<file path="config.mk">
export PLATFORM = sky130hd
export DESIGN_NAME = ex_mem_stage
export DESIGN_NICKNAME = d
export VERILOG_FILES = /design/src/rtl/ex_mem_stage.sv
export SDC_FILE = /design/constraint.sdc
export NUM_CORES = 1
export LEC_CHECK = 0
export BUFFER_PORTS_ARGS = -buffer_cell sky130_fd_sc_hd__buf_2
export CAP_MARGIN = 20
export CELL_PAD_IN_SITES_DETAIL_PLACEMENT = 0
export CELL_PAD_IN_SITES_GLOBAL_PLACEMENT = 1
export CORE_ASPECT_RATIO = 1.75
export CORE_UTILIZATION = 39
export CTS_CLUSTER_DIAMETER = 120
export DETAILED_ROUTE_END_ITERATION = 16
export MAX_ROUTING_LAYER = met4
export PLACE_DENSITY = 0.79
export SLEW_MARGIN = 20
export SYNTH_ARGS = -nofsm -noshare
export SYNTH_HDL_FRONTEND = slang
export SYNTH_SLANG_ARGS = --single-unit
</file>
<file path="constraint.sdc">
create_clock -name clk -period 2.5 [get_ports clk]
set_input_delay 0.375 -clock clk [delete_from_list [all_inputs] [get_ports clk]]
set_output_delay 0.375 -clock clk [all_outputs]
set_load 0.005 [all_outputs]
</file>
<file path="src/rtl/ex_mem_stage.sv">
// ex_mem_stage
//   EX/MEM pipeline register with a MUL/DIV stall sequencer. It captures the
//   ALU result, store data, branch target and control bits for the memory
//   stage. While an iterative MUL/DIV runs it holds the front of the pipeline.
//   If the memory stage is stalled when the result arrives, it keeps that
//   result in a local buffer.
//
// Ports
//   clk, rst_n            pipeline clock, asynchronous active-low reset
//   in_valid, in_md_op    live EX instruction / instruction is MUL/DIV class
//   in_is_branch          instruction is a branch or jump
//   alu_result/alu_is_zero ALU result and branch-taken flag
//   alu_ready             one-cycle pulse marking a valid MUL/DIV result
//   in_wdata, in_target   store data and branch/jump target
//   in_rd, in_reg_write, in_mem_read, in_mem_write  destination and controls
//   mem_stall             memory stage cannot accept; hold EX/MEM
//   stall_up              hold IF/ID/EX registers and PC
//   md_squash             mask ALU ctrl so the MUL/DIV unit does not restart
//   out_*                 registered EX/MEM contents
module ex_mem_stage #(
  parameter int XLEN          = 32,
  parameter int REG_ADDR_BITS = 5
) (
  input  logic                     clk,
  input  logic                     rst_n,
  input  logic                     in_valid,
  input  logic                     in_md_op,
  input  logic                     in_is_branch,
  input  logic [XLEN-1:0]          alu_result,
  input  logic                     alu_is_zero,
  input  logic                     alu_ready,
  input  logic [XLEN-1:0]          in_wdata,
  input  logic [XLEN-1:0]          in_target,
  input  logic [REG_ADDR_BITS-1:0] in_rd,
  input  logic                     in_reg_write,
  input  logic                     in_mem_read,
  input  logic                     in_mem_write,
  input  logic                     mem_stall,
  output logic                     stall_up,
  output logic                     md_squash,
  output logic                     out_valid,
  output logic [XLEN-1:0]          out_result,
  output logic [XLEN-1:0]          out_wdata,
  output logic [XLEN-1:0]          out_target,
  output logic [REG_ADDR_BITS-1:0] out_rd,
  output logic                     out_reg_write,
  output logic                     out_mem_read,
  output logic                     out_mem_write,
  output logic                     out_branch_taken
);

  localparam logic [1:0] IDLE    = 2'd0;
  localparam logic [1:0] MD_WAIT = 2'd1;
  localparam logic [1:0] MD_HOLD = 2'd2;

  logic [1:0]      state_r;
  logic [1:0]      state_nxt_s;
  logic [XLEN-1:0] md_buf_r;
  logic [XLEN-1:0] md_buf_nxt_s;
  logic [XLEN-1:0] result_sel_s;
  logic            ex_done_s;
  logic            load_s;

  // An instruction is finished when it is a plain op, or a MUL/DIV whose result
  // is either arriving now or already buffered.
  always_comb begin
    ex_done_s    = in_valid & (~in_md_op |
                               ((state_r == MD_WAIT) & alu_ready) |
                               (state_r == MD_HOLD));
    load_s       = ~mem_stall;
    result_sel_s = (state_r == MD_HOLD) ? md_buf_r : alu_result;
    // Gated by rst_n so that upstream sees no stall while reset is asserted.
    stall_up     = rst_n & in_valid & ~(ex_done_s & load_s);
    md_squash    = (state_r == MD_HOLD);
  end

  // Sequencer next-state and buffer capture.
  always_comb begin
    state_nxt_s  = state_r;
    md_buf_nxt_s = md_buf_r;
    case (state_r)
      IDLE: begin
        if (in_valid & in_md_op) begin
          state_nxt_s = MD_WAIT;
        end else begin
          state_nxt_s = IDLE;
        end
      end
      MD_WAIT: begin
        if (~in_valid) begin
          // Illegal drop while stalled: abandon the operation.
          state_nxt_s  = IDLE;
          md_buf_nxt_s = {XLEN{1'b0}};
        end else if (alu_ready & mem_stall) begin
          state_nxt_s  = MD_HOLD;
          md_buf_nxt_s = alu_result;
        end else if (alu_ready) begin
          state_nxt_s = IDLE;
        end else begin
          state_nxt_s = MD_WAIT;
        end
      end
      MD_HOLD: begin
        if (~in_valid) begin
          state_nxt_s  = IDLE;
          md_buf_nxt_s = {XLEN{1'b0}};
        end else if (~mem_stall) begin
          state_nxt_s = IDLE;
        end else begin
          state_nxt_s = MD_HOLD;
        end
      end
      default: begin
        state_nxt_s  = IDLE;
        md_buf_nxt_s = {XLEN{1'b0}};
      end
    endcase
  end

  // Sequencer state and MUL/DIV result buffer.
  always_ff @(posedge clk or negedge rst_n) begin
    if (!rst_n) begin
      state_r  <= IDLE;
      md_buf_r <= {XLEN{1'b0}};
    end else begin
      state_r  <= state_nxt_s;
      md_buf_r <= md_buf_nxt_s;
    end
  end

  // EX/MEM register. A bubble clears only valid and the side-effecting
  // controls; the data fields keep their previous value.
  always_ff @(posedge clk or negedge rst_n) begin
    if (!rst_n) begin
      out_valid        <= 1'b0;
      out_result       <= {XLEN{1'b0}};
      out_wdata        <= {XLEN{1'b0}};
      out_target       <= {XLEN{1'b0}};
      out_rd           <= {REG_ADDR_BITS{1'b0}};
      out_reg_write    <= 1'b0;
      out_mem_read     <= 1'b0;
      out_mem_write    <= 1'b0;
      out_branch_taken <= 1'b0;
    end else if (load_s && ex_done_s) begin
      out_valid        <= 1'b1;
      out_result       <= result_sel_s;
      out_wdata        <= in_wdata;
      out_target       <= in_target;
      out_rd           <= in_rd;
      out_reg_write    <= in_reg_write;
      out_mem_read     <= in_mem_read;
      out_mem_write    <= in_mem_write;
      out_branch_taken <= in_is_branch & alu_is_zero;
    end else if (load_s) begin
      out_valid        <= 1'b0;
      out_reg_write    <= 1'b0;
      out_mem_read     <= 1'b0;
      out_mem_write    <= 1'b0;
      out_branch_taken <= 1'b0;
    end else begin
      out_valid        <= out_valid;
    end
  end

endmodule
</file>
* Word-level counts from Yosys, hierarchy flattened
Cells that the tools add are included.
** Cells by class
- Div/mod/pow operators :: 0
- Multiply operators :: 0
- Add/sub/neg operators :: 0
- Mux-type cells :: 18
- Equal/unequal tests :: 5
- Order comparisons :: 0
- Bitwise operators :: 14
- Shift operators :: 0
- Reductions and logical operators :: 3
** Operator list (count)
- two-way mux 32 bit :: 4
- one-hot mux 32 bit (3 select lines) :: 1
- bitwise AND 1 bit :: 8
- two-way mux 1 bit :: 8
- two-way mux 2 bit :: 4
- one-hot mux 2 bit (3 select lines) :: 1
- NOT 1 bit :: 4
- != test 3 x 2 -> 1 bit (second input constant) :: 1
- AND reduction 3 bit :: 1
- equality test 2 x 1 -> 1 bit (second input constant) :: 1
- equality test 2 bit (second input constant) :: 1
- zero test 2 bit :: 1
- != test 2 x 1 -> 1 bit (second input constant) :: 1
- != test 2 bit (second input constant) :: 1
- bitwise OR 1 bit :: 2
- logical AND 1 bit :: 1
** Storage, ports and cells
- Memories :: 0
- Bits in read-only memories :: 0
- Bits in writable memories :: 0
- Register bits after elaboration :: 140
- Logic and storage cells :: 51
- Latch bits :: 0
- Output and inout port bits :: 108

* Depth between registers and ports, before layout
Gate-level depths: netlist of run 1.
- Word-level depth :: 8
- Gate-level depth with buffers :: 6

* Worst setup path after synthesis of run 1
No wires, ideal clock.
- Kind :: register to register
- Start :: register state_r[0]
- End :: register out_result[25]
- Setup time :: 127 ps
- Buffers on the path :: 3
- Path slack :: 623 ps
- Cell stages (with the launch flop) :: 7
- Arrival :: 1749 ps
- Period minus slack after synthesis :: 1877 ps
- Cells stage by stage :: dfrtp_1 > nand2b_1 > buf_2 > a311oi_4 > buf_4 > buf_4 > mux2_1
** Between the ends
- Word-level cells in the longest chain between the ends :: 6
** Ends and longest elaborated chain
- start: declaration :: line 56 : logic [1:0] state_r;
- start signal: assignment :: line 126 : state_r <= state_nxt_s;
- equality test 2 x 1 -> 1 bit :: line 68 : ((state_r == MD_WAIT) & alu_ready) |
- bitwise AND 1 bit :: line 68
- bitwise OR 1 bit :: line 67 : ex_done_s = in_valid & (~in_md_op |
- bitwise OR 1 bit :: line 68
- bitwise AND 1 bit :: line 67
- logical AND 1 bit :: line 144 : end else if (load_s && ex_done_s) begin
- end signal: assignment :: line 136 : out_result <= {XLEN{1'b0}};
- end signal: assignment :: line 146 : out_result <= result_sel_s;
- end: declaration :: line 42 : output logic [XLEN-1:0] out_result,
Parallel ways exist; a longest one is shown, timed or not.
A chain may end at the register's enable or synchronous reset.

* Worst setup path after layout of run 1
- Start :: register state_r[1]
- End :: output port stall_up
** Between the ends
- Word-level cells in the longest chain between the ends :: 8
** Ends and longest elaborated chain
- equality test 2 x 1 -> 1 bit :: line 68
- bitwise AND 1 bit :: line 68
- bitwise OR 1 bit :: line 67
- bitwise OR 1 bit * :: line 68
- bitwise AND 1 bit * :: line 67
- bitwise AND 1 bit * :: line 73 : stall_up = rst_n & in_valid & ~(ex_done_s & load_s);
- NOT 1 bit * :: line 73
- bitwise AND 1 bit * :: line 73
- end: declaration :: line 39 : output logic stall_up,
Every way passes the cells marked *; elsewhere a longest branch is shown, timed or not.

==> results of run 1 <==
synthesized netlist by cell type (2+ instances only):
master and instances:
dfrtp_1 140, mux2_2 124, nand2_1 35, inv_1 34, mux2i_1 32, buf_2 14
mux2_1 9, clkbuf_1 4, a22o_1 3, a21oi_1 2, buf_4 2, buf_6 2
nor2_1 2, nor2b_1 2
path summary, 6_finish.rpt:
kind                            slack (ps)  cells past startpoint              to
worst max-delay path                   270                      5        stall_up
max in group asynchronous             1130                      3   out_result[3]
worst min register to register         480                      1  out_result[26]
worst max register to register         430                      4   out_result[9]
worst min-delay path                   190                      2   out_reg_write
min in group asynchronous              460                      2     md_buf_r[6]
logic make-up (layout without fill, tap and decap cells):
group           count (synthesis)  after routing  share of synthesized area
mux                           165            165                      0.311
flops                         140            140                      0.599
buf+inv                        57            296                     0.0434
simple gates                   43             43                     0.0306
compound gates                  9              9                     0.0163
other cells                     0              1                          0
worst max-delay path, stage by stage (launching register included):
cell and delay, ps:
dfrtp_1 420, nand3b_1 240, a311oi_4 380, buf_12 230, nor2_1 60, buf_2 130
power by group:
group          total (mW)  internal [mW]  leakage [nW]  switching [mW]
clock network        2.69           1.69         0.303            1.00
logic                1.12          0.652          1.69           0.469
registers            2.90           2.69          1.72           0.214
total                6.72           5.03          3.71            1.68
final cells by class:
cell class                      instances  share of cell area
Inverter                               35              0.0168
Clock inverter                         14              0.0265
Antenna cell                            1            0.000319
Multi-Input combinational cell        217               0.268
Sequential cell                       140               0.447
Timing Repair Buffer                  230               0.158
Clock buffer                           17              0.0543
Tap cell                              180              0.0287
routing by layer:
metal / vias to the layer above / global-route usage / part of all wire
met2: 131 / 0.327 / 0.56
met1: 2029 / 0.196 / 0.38
li1: 1859 / - / -
met5: - / - / 0
met4: 0 / 0.0751 / 0.020
met3: 22 / 0.0407 / 0.043
registers in the layout, indices dropped and copies added, names as in the netlist, 2 cells and up:
name        cells
out_target     32
md_buf_r       32
out_wdata      32
state_r         2
out_rd          5
out_result     32
metrics by stage:
step	power (mW)	worst slack, ps
after floorplan	3.44	623
after global placement	4.03	478
after detailed placement	4.09	418
after CTS	6.82	228
after global routing	7.06	161
final	6.72	266
timing repair:
item                      4_1_cts  5_1_grt
gates resized for setup         0        0
hold buffers                    1        0
hold endpoints to repair       46        0
buffers inserted                0        0
cells in the final DEF, fill, tap and decap left out, drive strengths merged, types with 3 or more instances in the layout:
master / instances
inv: 41
clkbuf: 17
a22o: 3
bufinv: 4
mux2i: 32
nand2: 35
dfrtp: 140
buf: 229
mux2: 133
==> impl_metrics.toml, run 1 <==
[run_status]
status = "finished, final reports clean"

[setup_path]
r2r_start = "state_r[1]"
path_max_fanout = 20
worstSetupStartpoint = "state_r[1]"
critPathArrivalTime_ps = 1860
worstSetupStartpointType = "register"
worst-setup-path-type = "reg -> out"
end_kind = "output pin"
critPathRequiredTime_ps = 2120

[sta]
slew_viol_final = 0
finalSetupViolations = 0
period_share = 0.893
max_freq_ghz = 0.448
skew_ps = 11.1
tightest_slew_ps = 523
slew_headroom = 0.651
fin_tns_setup_ps = 0
fin_crit_ps = 2230
hold_ws_ps = 192
hold_viol = 0
rsz0062_at_grt = "false"

[synth]
synth_largest_area_cell = "dfrtp_1"
ys_types = 23
ys_seq_area_frac = 0.599
syn_area_um2 = 5850
synth_edf_count = 0
synth_seq_cells = 140
syn-num-nets = 526
yosysTopAreaCellShare = 0.599
synth.area.top_cells = "dfrtp_1 60%, mux2_2 24%, mux2i_1 5.5%"
yosysWarnings = 0
synthFlopType = "dfrtp_1"
netlist_instances = 414
synth.avg_cell_area_um2 = 14.1
async_reset_ff_frac = 1.00

[clocking]
root_buffer = "clkbuf_16"
clkLatencyLatePin_ps = 410
cts_sinks = 140
numCtsBuffers = 17
cts.path.max_buffers = 2
cts_tree = "built"
clkTransAtPathRegs_ps = 70
htree_num_levels = 4

[route]
firstDrtPassIters = 6
vias = 4041
drc = 0
via_per_inst = 4.85
wl_mm = 13.4
ant_nets = 0
drt-initial-drc-count = 99
wl_per_cell_um = 16.0

[worst_hold_path]
min_from = "in_reg_write"
min_path_type = "in -> reg"

[run]
drv_cap = 0

[power]
worst_ir_drop_vdd_mv = 0.440
leakage_nw = 3.71
power_per_cell_area_nw_per_um2 = 857

[die]
initial_core_util = 0.403
die_w_um = 94.6
dieArea_um2 = 15500
core_um2 = 14500
die_h_um = 164
num_io_pins = 220
num_rows = 58

[cells_and_area]
fillers = 1250
fin_util = 0.540
syn_to_final_growth_pct = 34.0
ff_latch_area_um2 = 3500
multi_input_area_um2 = 2100
drive_gt1_frac = 0.593
fin_area_um2 = 7840
stdcell_count = 834
final_nets = 753

[global_routing]
grtUsageTotal = 0.185
grt_antenna_before_repair = 1
grt_pass1_vias = 4461
grt_pass1_wl_mm = 21.3
grt_overflow = 0
grt_max_degree = 95

[place]
port_buffers = 219
dpl-instance-area_um2 = 7190
dp.cells = 801
hpwl_mm = 9.70
routabilityCongestion = 0.756
(Power assumes the default switching activity.)
==> run 2, diff against run 1 <==
--- a/config.mk
+++ b/config.mk
@@ -14,7 +14,7 @@
 export CTS_CLUSTER_DIAMETER = 120
 export DETAILED_ROUTE_END_ITERATION = 16
 export MAX_ROUTING_LAYER = met4
-export PLACE_DENSITY = 0.79
+export PLACE_DENSITY = 0.85
 export SLEW_MARGIN = 20
 export SYNTH_ARGS = -nofsm -noshare
 export SYNTH_HDL_FRONTEND = slang
==> run 2 against run 1 <==
Against the previous run:
- setup slack got worse by 90 ps
- wire length increased by 3.8%
- sequential share of layout area decreased by 0.29 points
- worst hold slack got worse by 1.5 ps
- critical path depth increased by 1
- clock skew decreased by 2.8 ps
- utilization increased by 0.35 points
- non-clock buffer count increased by 3
- die area unchanged
- critical path type unchanged
- final area increased by 0.65%
- highest routed layer unchanged
- largest cell class unchanged
- register-to-register slack improved by 90 ps
- fmax decreased by 3.9%
==> impl_metrics.toml, run 2 (synthesis results as in run 1) <==
[run_status]
status = "finished, final reports clean"

[die]
core_um2 = 14500
num_io_pins = 220
dieArea_um2 = 15500
die_w_um = 94.6
die_h_um = 164
num_rows = 58
initial_core_util = 0.403

[cells_and_area]
layout_common_cells = "218 x buf_2, 140 x dfrtp_1, 124 x mux2_2, 35 x nand2_1, 34 x inv_1"
syn_to_final_growth_pct = 34.8
drive_gt1_frac = 0.592
layout_commonest_cell = "buf_2"
fin_util = 0.543
final_nets = 756
fillers = 1249

[sta]
skew_ps = 8.25
slew_headroom = 0.708
max_freq_ghz = 0.430
hold_viol = 0
fin_crit_ps = 2320
finalSetupViolations = 0
slew_viol_final = 0
fin_tns_setup_ps = 0
hold_ws_ps = 190
period_share = 0.930
rsz0062_at_grt = "false"
tightest_slew_ps = 438

[setup_path]
reg2regPathDepth = 6
r2r_slack_ps = 520
end_kind = "output pin"
critPathRequiredTime_ps = 2120
r2r_start = "state_r[1]"
critPathMaxStageDelay_ps = 430
worst-setup-path-type = "reg -> out"
cpMaxStageDelayCell = "dfrtp_1"
reg2reg_to = "out_wdata[23]"
crit_buf_inv = 3
path_max_fanout = 20
worstPathCellList = "nand3b_1, a311oi_4, buf_4, buf_12, nor2_1, buf_2"
crit_family = "buffers and inverters"
critPathArrivalTime_ps = 1950
worstSetupStartpointType = "register"

[power]
worst_ir_drop_vdd_mv = 0.404
power_per_cell_area_nw_per_um2 = 839
netSwitchingPower_mw = 1.69
power_frac_seq = 0.439
p_sw_frac = 0.255
pwr-share-clk = 0.388
pwr-share-comb = 0.173
p_int_mw = 4.93
leakage_nw = 3.72

[route]
vias = 4074
wl_per_cell_um = 16.5
via_per_inst = 4.84
ant_nets = 0
met2_length_mm = 7.85
drt-initial-drc-count = 60
firstDrtPassIters = 4
drc = 0
wl_mm = 13.9
met3RoutedLength_um = 501
highest_layer = "met4"
wl_met1_mm = 5.23

[global_routing]
grt_antenna_before_repair = 4
grt_max_degree = 74
grtUsageTotal = 0.188
grt_overflow = 0
grt_pass1_wl_mm = 21.6
grt_pass1_vias = 4473

[clocking]
cts_sinks = 140
clkLatencyLatePin_ps = 410
cts_tree = "built"
cts.path.max_buffers = 2
numCtsBuffers = 17
clkTransAtPathRegs_ps = 60
cts_resized = 0
htree_num_levels = 4
root_buffer = "clkbuf_16"

[run]
drv_cap = 0

[worst_hold_path]
min_to = "out_reg_write"
min_from = "in_reg_write"
min_path_type = "in -> reg"
holdPathStages = 2

[place]
port_buffers = 219
hpwl_mm = 9.76
routabilityCongestion = 0.765
==> run 2: what timing repair did <==
item / CTS / global route
gates cloned: 0 / 1
pin swaps: 1 / 1
endpoints found under the hold margin: 33 / 0
setup endpoints to repair: 1 / 1
buffers inserted: 0 / 3
hold buffers: 1 / 0
==> run 2: stage by stage <==
stage	instance area, um^2	total power [mW]	cells	setup WS [ps]
after floorplan	5850	3.44	414	623
after global placement	7220	4.04	800	435
after detailed placement	7220	4.10	800	422
after CTS	7830	6.71	833	48.8
after global routing	7890	6.93	841	76.1
final	7890	6.62	841	176
==> run 2: worst max-delay path by stage <==
stage | from | end | depth (start not counted)
finish | state_r[1] | stall_up | 6
global route | state_r[1] | stall_up | 6
CTS | state_r[1] | stall_up | 5
detailed placement | state_r[1] | stall_up | 5
global placement | state_r[1] | stall_up | 5
floorplan | state_r[0] | out_result[25] | 6
==> run 2: worst register-to-register path, cell delays in order, from the launching register on <==
cell and delay [ps]:
dfrtp_1 430, nand3b_1 240, a311oi_4 300, buf_4 190, buf_4 130, buf_12 200
mux2_2 370
==> run 2: power groups by stage <==
stage                     Combinational [mW]  Sequential (mW)  Clock (mW)
after floorplan                        0.494             2.95           0
after global routing                    1.25             2.96        2.72
after global placement                  1.12             2.92           0
after CTS                               1.16             2.91        2.64
final                                   1.15             2.91        2.56
after detailed placement                1.16             2.95           0
==> run 2: per-layer routing <==
layer / track usage / vias up
li1: - / 1872
met1: 0.201 / 2059
met5: - / -
met4: 0.0806 / 0
met3: 0.0356 / 18
met2: 0.332 / 125
==> run 2: layout make-up <==
| class | instances | area (um^2) | share of cell area |
|---|---|---|---|
| Sequential cell | 140 | 3500 | 0.444 |
| Multi-Input combinational cell | 217 | 2100 | 0.267 |
| Timing Repair Buffer | 233 | 1320 | 0.167 |
| Clock buffer | 19 | 433 | 0.0549 |
| Tap cell | 180 | 225 | 0.0286 |
| Clock inverter | 13 | 166 | 0.0211 |
| Inverter | 35 | 131 | 0.0167 |
| Antenna cell | 4 | 10.0 | 0.00127 |
==> run 3, diff against run 2 <==
--- a/config.mk
+++ b/config.mk
@@ -5,16 +5,17 @@
 export SDC_FILE = /design/constraint.sdc
 export NUM_CORES = 1
 export LEC_CHECK = 0
+export ABC_AREA = 1
 export BUFFER_PORTS_ARGS = -buffer_cell sky130_fd_sc_hd__buf_2
 export CAP_MARGIN = 20
 export CELL_PAD_IN_SITES_DETAIL_PLACEMENT = 0
 export CELL_PAD_IN_SITES_GLOBAL_PLACEMENT = 1
 export CORE_ASPECT_RATIO = 1.75
-export CORE_UTILIZATION = 39
+export CORE_UTILIZATION = 36
 export CTS_CLUSTER_DIAMETER = 120
 export DETAILED_ROUTE_END_ITERATION = 16
 export MAX_ROUTING_LAYER = met4
-export PLACE_DENSITY = 0.85
+export PLACE_DENSITY = 0.86
 export SLEW_MARGIN = 20
 export SYNTH_ARGS = -nofsm -noshare
 export SYNTH_HDL_FRONTEND = slang
==> run 3 against run 2 <==
Against the previous run:
- combinational power is 7% lower
- non-clock buffer count grew 2
- clock skew shrank 0.95 ps
- area after synthesis is 4.2% higher
- critical path depth is 1 lower
- register-to-register slack gained 100 ps
==> impl_metrics.toml, run 3 <==
[die]
core_um2 = 16400
die_w_um = 100
num_rows = 62
initial_core_util = 0.371
die_h_um = 174
num_io_pins = 220
dieArea_um2 = 17500

[route]
via_per_inst = 4.83
wl_mm = 17.7
drt-initial-drc-count = 260
ant_nets = 0
drc = 0
wl_per_cell_um = 15.1
firstDrtPassIters = 6
vias = 5629

[setup_path]
reg2reg_to = "out_rd[3]"
r2r_start = "state_r[0]"
critPathRequiredTime_ps = 2120
reg2regPathDepth = 6
critPathArrivalTime_ps = 1770
end_kind = "output pin"
worstSetupStartpointType = "register"
path_max_fanout = 33
worst-setup-path-type = "reg -> out"
r2r_slack_ps = 620

[cells_and_area]
layout_commonest_cell = "nand2_1"
fillers = 1717
drive_gt1_frac = 0.287
syn_to_final_growth_pct = 30.0
final_nets = 1041
layout_common_cells = "319 x nand2_1, 218 x buf_2, 202 x nand3_1, 140 x dfrtp_1, 17 x clkbuf_16"
fin_util = 0.482

[sta]
tightest_slew_ps = 770
max_freq_ghz = 0.466
fin_tns_setup_ps = 0
rsz0062_at_grt = "false"
skew_ps = 7.30
slew_headroom = 0.487
slew_viol_final = 0
period_share = 0.859
fin_crit_ps = 2150
hold_viol = 0
finalSetupViolations = 0

[power]
pwr-share-clk = 0.392
p_int_mw = 4.60
p_sw_frac = 0.275
power_per_cell_area_nw_per_um2 = 800
worst_ir_drop_vdd_mv = 0.414
netSwitchingPower_mw = 1.74
pwr-share-comb = 0.169
leakage_nw = 4.61
power_mw = 6.34
power_frac_seq = 0.439

[synth]
synth-xor-area-share = 0
yosysWarnings = 0
yosysMostFrequentCell = "nand2_1"
syn-num-nets = 843
synth_seq_cells = 140
synth_top_family_by_area = "simple AND/OR/NAND/NOR gates"
ys_seq_area_frac = 0.575
ys_types = 18
syn_area_um2 = 6090
yosysTopAreaCellShare = 0.575
synthAdderAreaFrac = 0
synth.avg_cell_area_um2 = 8.34
synth_compound_area_frac = 0.00185
synth_edf_count = 0
synth_commonest_cells = "320 x nand2_1, 202 x nand3_1, 140 x dfrtp_1"
synth_simple_gate_area_frac = 0.370
async_reset_ff_frac = 1.00
synth.area.top_cells = "dfrtp_1 57%, nand2_1 20%, nand3_1 17%"
netlist_instances = 731
synth_largest_area_cell = "dfrtp_1"
synthFlopType = "dfrtp_1"
synthMuxAreaShare = 0

[run]
drv_cap = 0

[worst_hold_path]
min_path_type = "in -> async"

[clocking]
post-cts-setup-buffers = 0
numCtsBuffers = 17
clkTransAtPathRegs_ps = 60
root_buffer = "clkbuf_16"
htree_num_levels = 4
ctsHoldBuffers = 0
cts_tree = "built"
clkLatencyLatePin_ps = 410
cts_resized = 0
cts.path.max_buffers = 2
cts_sinks = 140

[global_routing]
grt_overflow = 0
grt_max_degree = 141
grtUsageTotal = 0.213
grt_pass1_vias = 5340
grt_pass1_wl_mm = 28.1
grt_antenna_before_repair = 2

[place]
hpwl_mm = 11.6
routabilityCongestion = 0.772
port_buffers = 219

[run_status]
status = "finished, final reports clean"
-- run 3: worst max-delay path by stage --
stage               startpoint             end  slack [ps]  cells after the start
floorplan           state_r[1]        stall_up         990                      6
global placement    state_r[0]  out_result[28]         640                      6
detailed placement  state_r[0]  out_result[28]         620                      6
CTS                 state_r[0]       md_squash         340                      5
global route        state_r[0]       md_squash         270                      5
finish              state_r[0]       md_squash         350                      5
-- run 3: power groups by stage --
stage	clock (mW)	sequential, mW	combinational (mW)
after floorplan	0	2.84	0.462
after global placement	0	2.81	1.07
after detailed placement	0	2.82	1.09
after CTS	2.55	2.78	1.09
after global routing	2.63	2.83	1.21
final	2.49	2.78	1.07
-- run 3: cell type report --
class | count | area, um^2 | share of cell area
Sequential cell | 140 | 3500 | 0.442
Timing Repair Buffer | 235 | 1250 | 0.158
Clock buffer | 20 | 467 | 0.0589
Inverter | 5 | 18.8 | 0.00237
Antenna cell | 2 | 5.00 | 0.000632
Clock inverter | 10 | 115 | 0.0145
Tap cell | 224 | 280 | 0.0354
Multi-Input combinational cell | 530 | 2280 | 0.288
-- run 3: layer usage --
layer  wire length [um]  up-vias  GRT usage
met4                446        0     0.0912
met1               7210     2655      0.252
met3                768       29     0.0334
met5                  0        -          -
li1                   -     2766          -
met2               9240      179      0.356
-- run 3: critical path, stage by stage, from the launching register on --
cell and delay (ps):
dfrtp_1 400, inv_2 280, nand2_2 130, buf_4 280, inv_1 140, buf_2 120
-- run 3: cells by family after synthesis --
group | count (synthesis)
buffers and inverters | 61
AND/OR/NAND/NOR | 528
flip-flops | 140
AO/OA/AOI/OAI | 2
-- run 3: metrics by stage --
stage | hold slack [ps] | instance area, um^2 | worst slack [ps] | std cells
final | 74.6 | 7920 | 353 | 1166
after global routing | 142 | 7920 | 268 | 1166
after CTS | 143 | 7920 | 338 | 1164
after detailed placement | 453 | 7330 | 618 | 1134
after global placement | 448 | 7330 | 645 | 1134
after floorplan | 79.4 | 6090 | 987 | 731
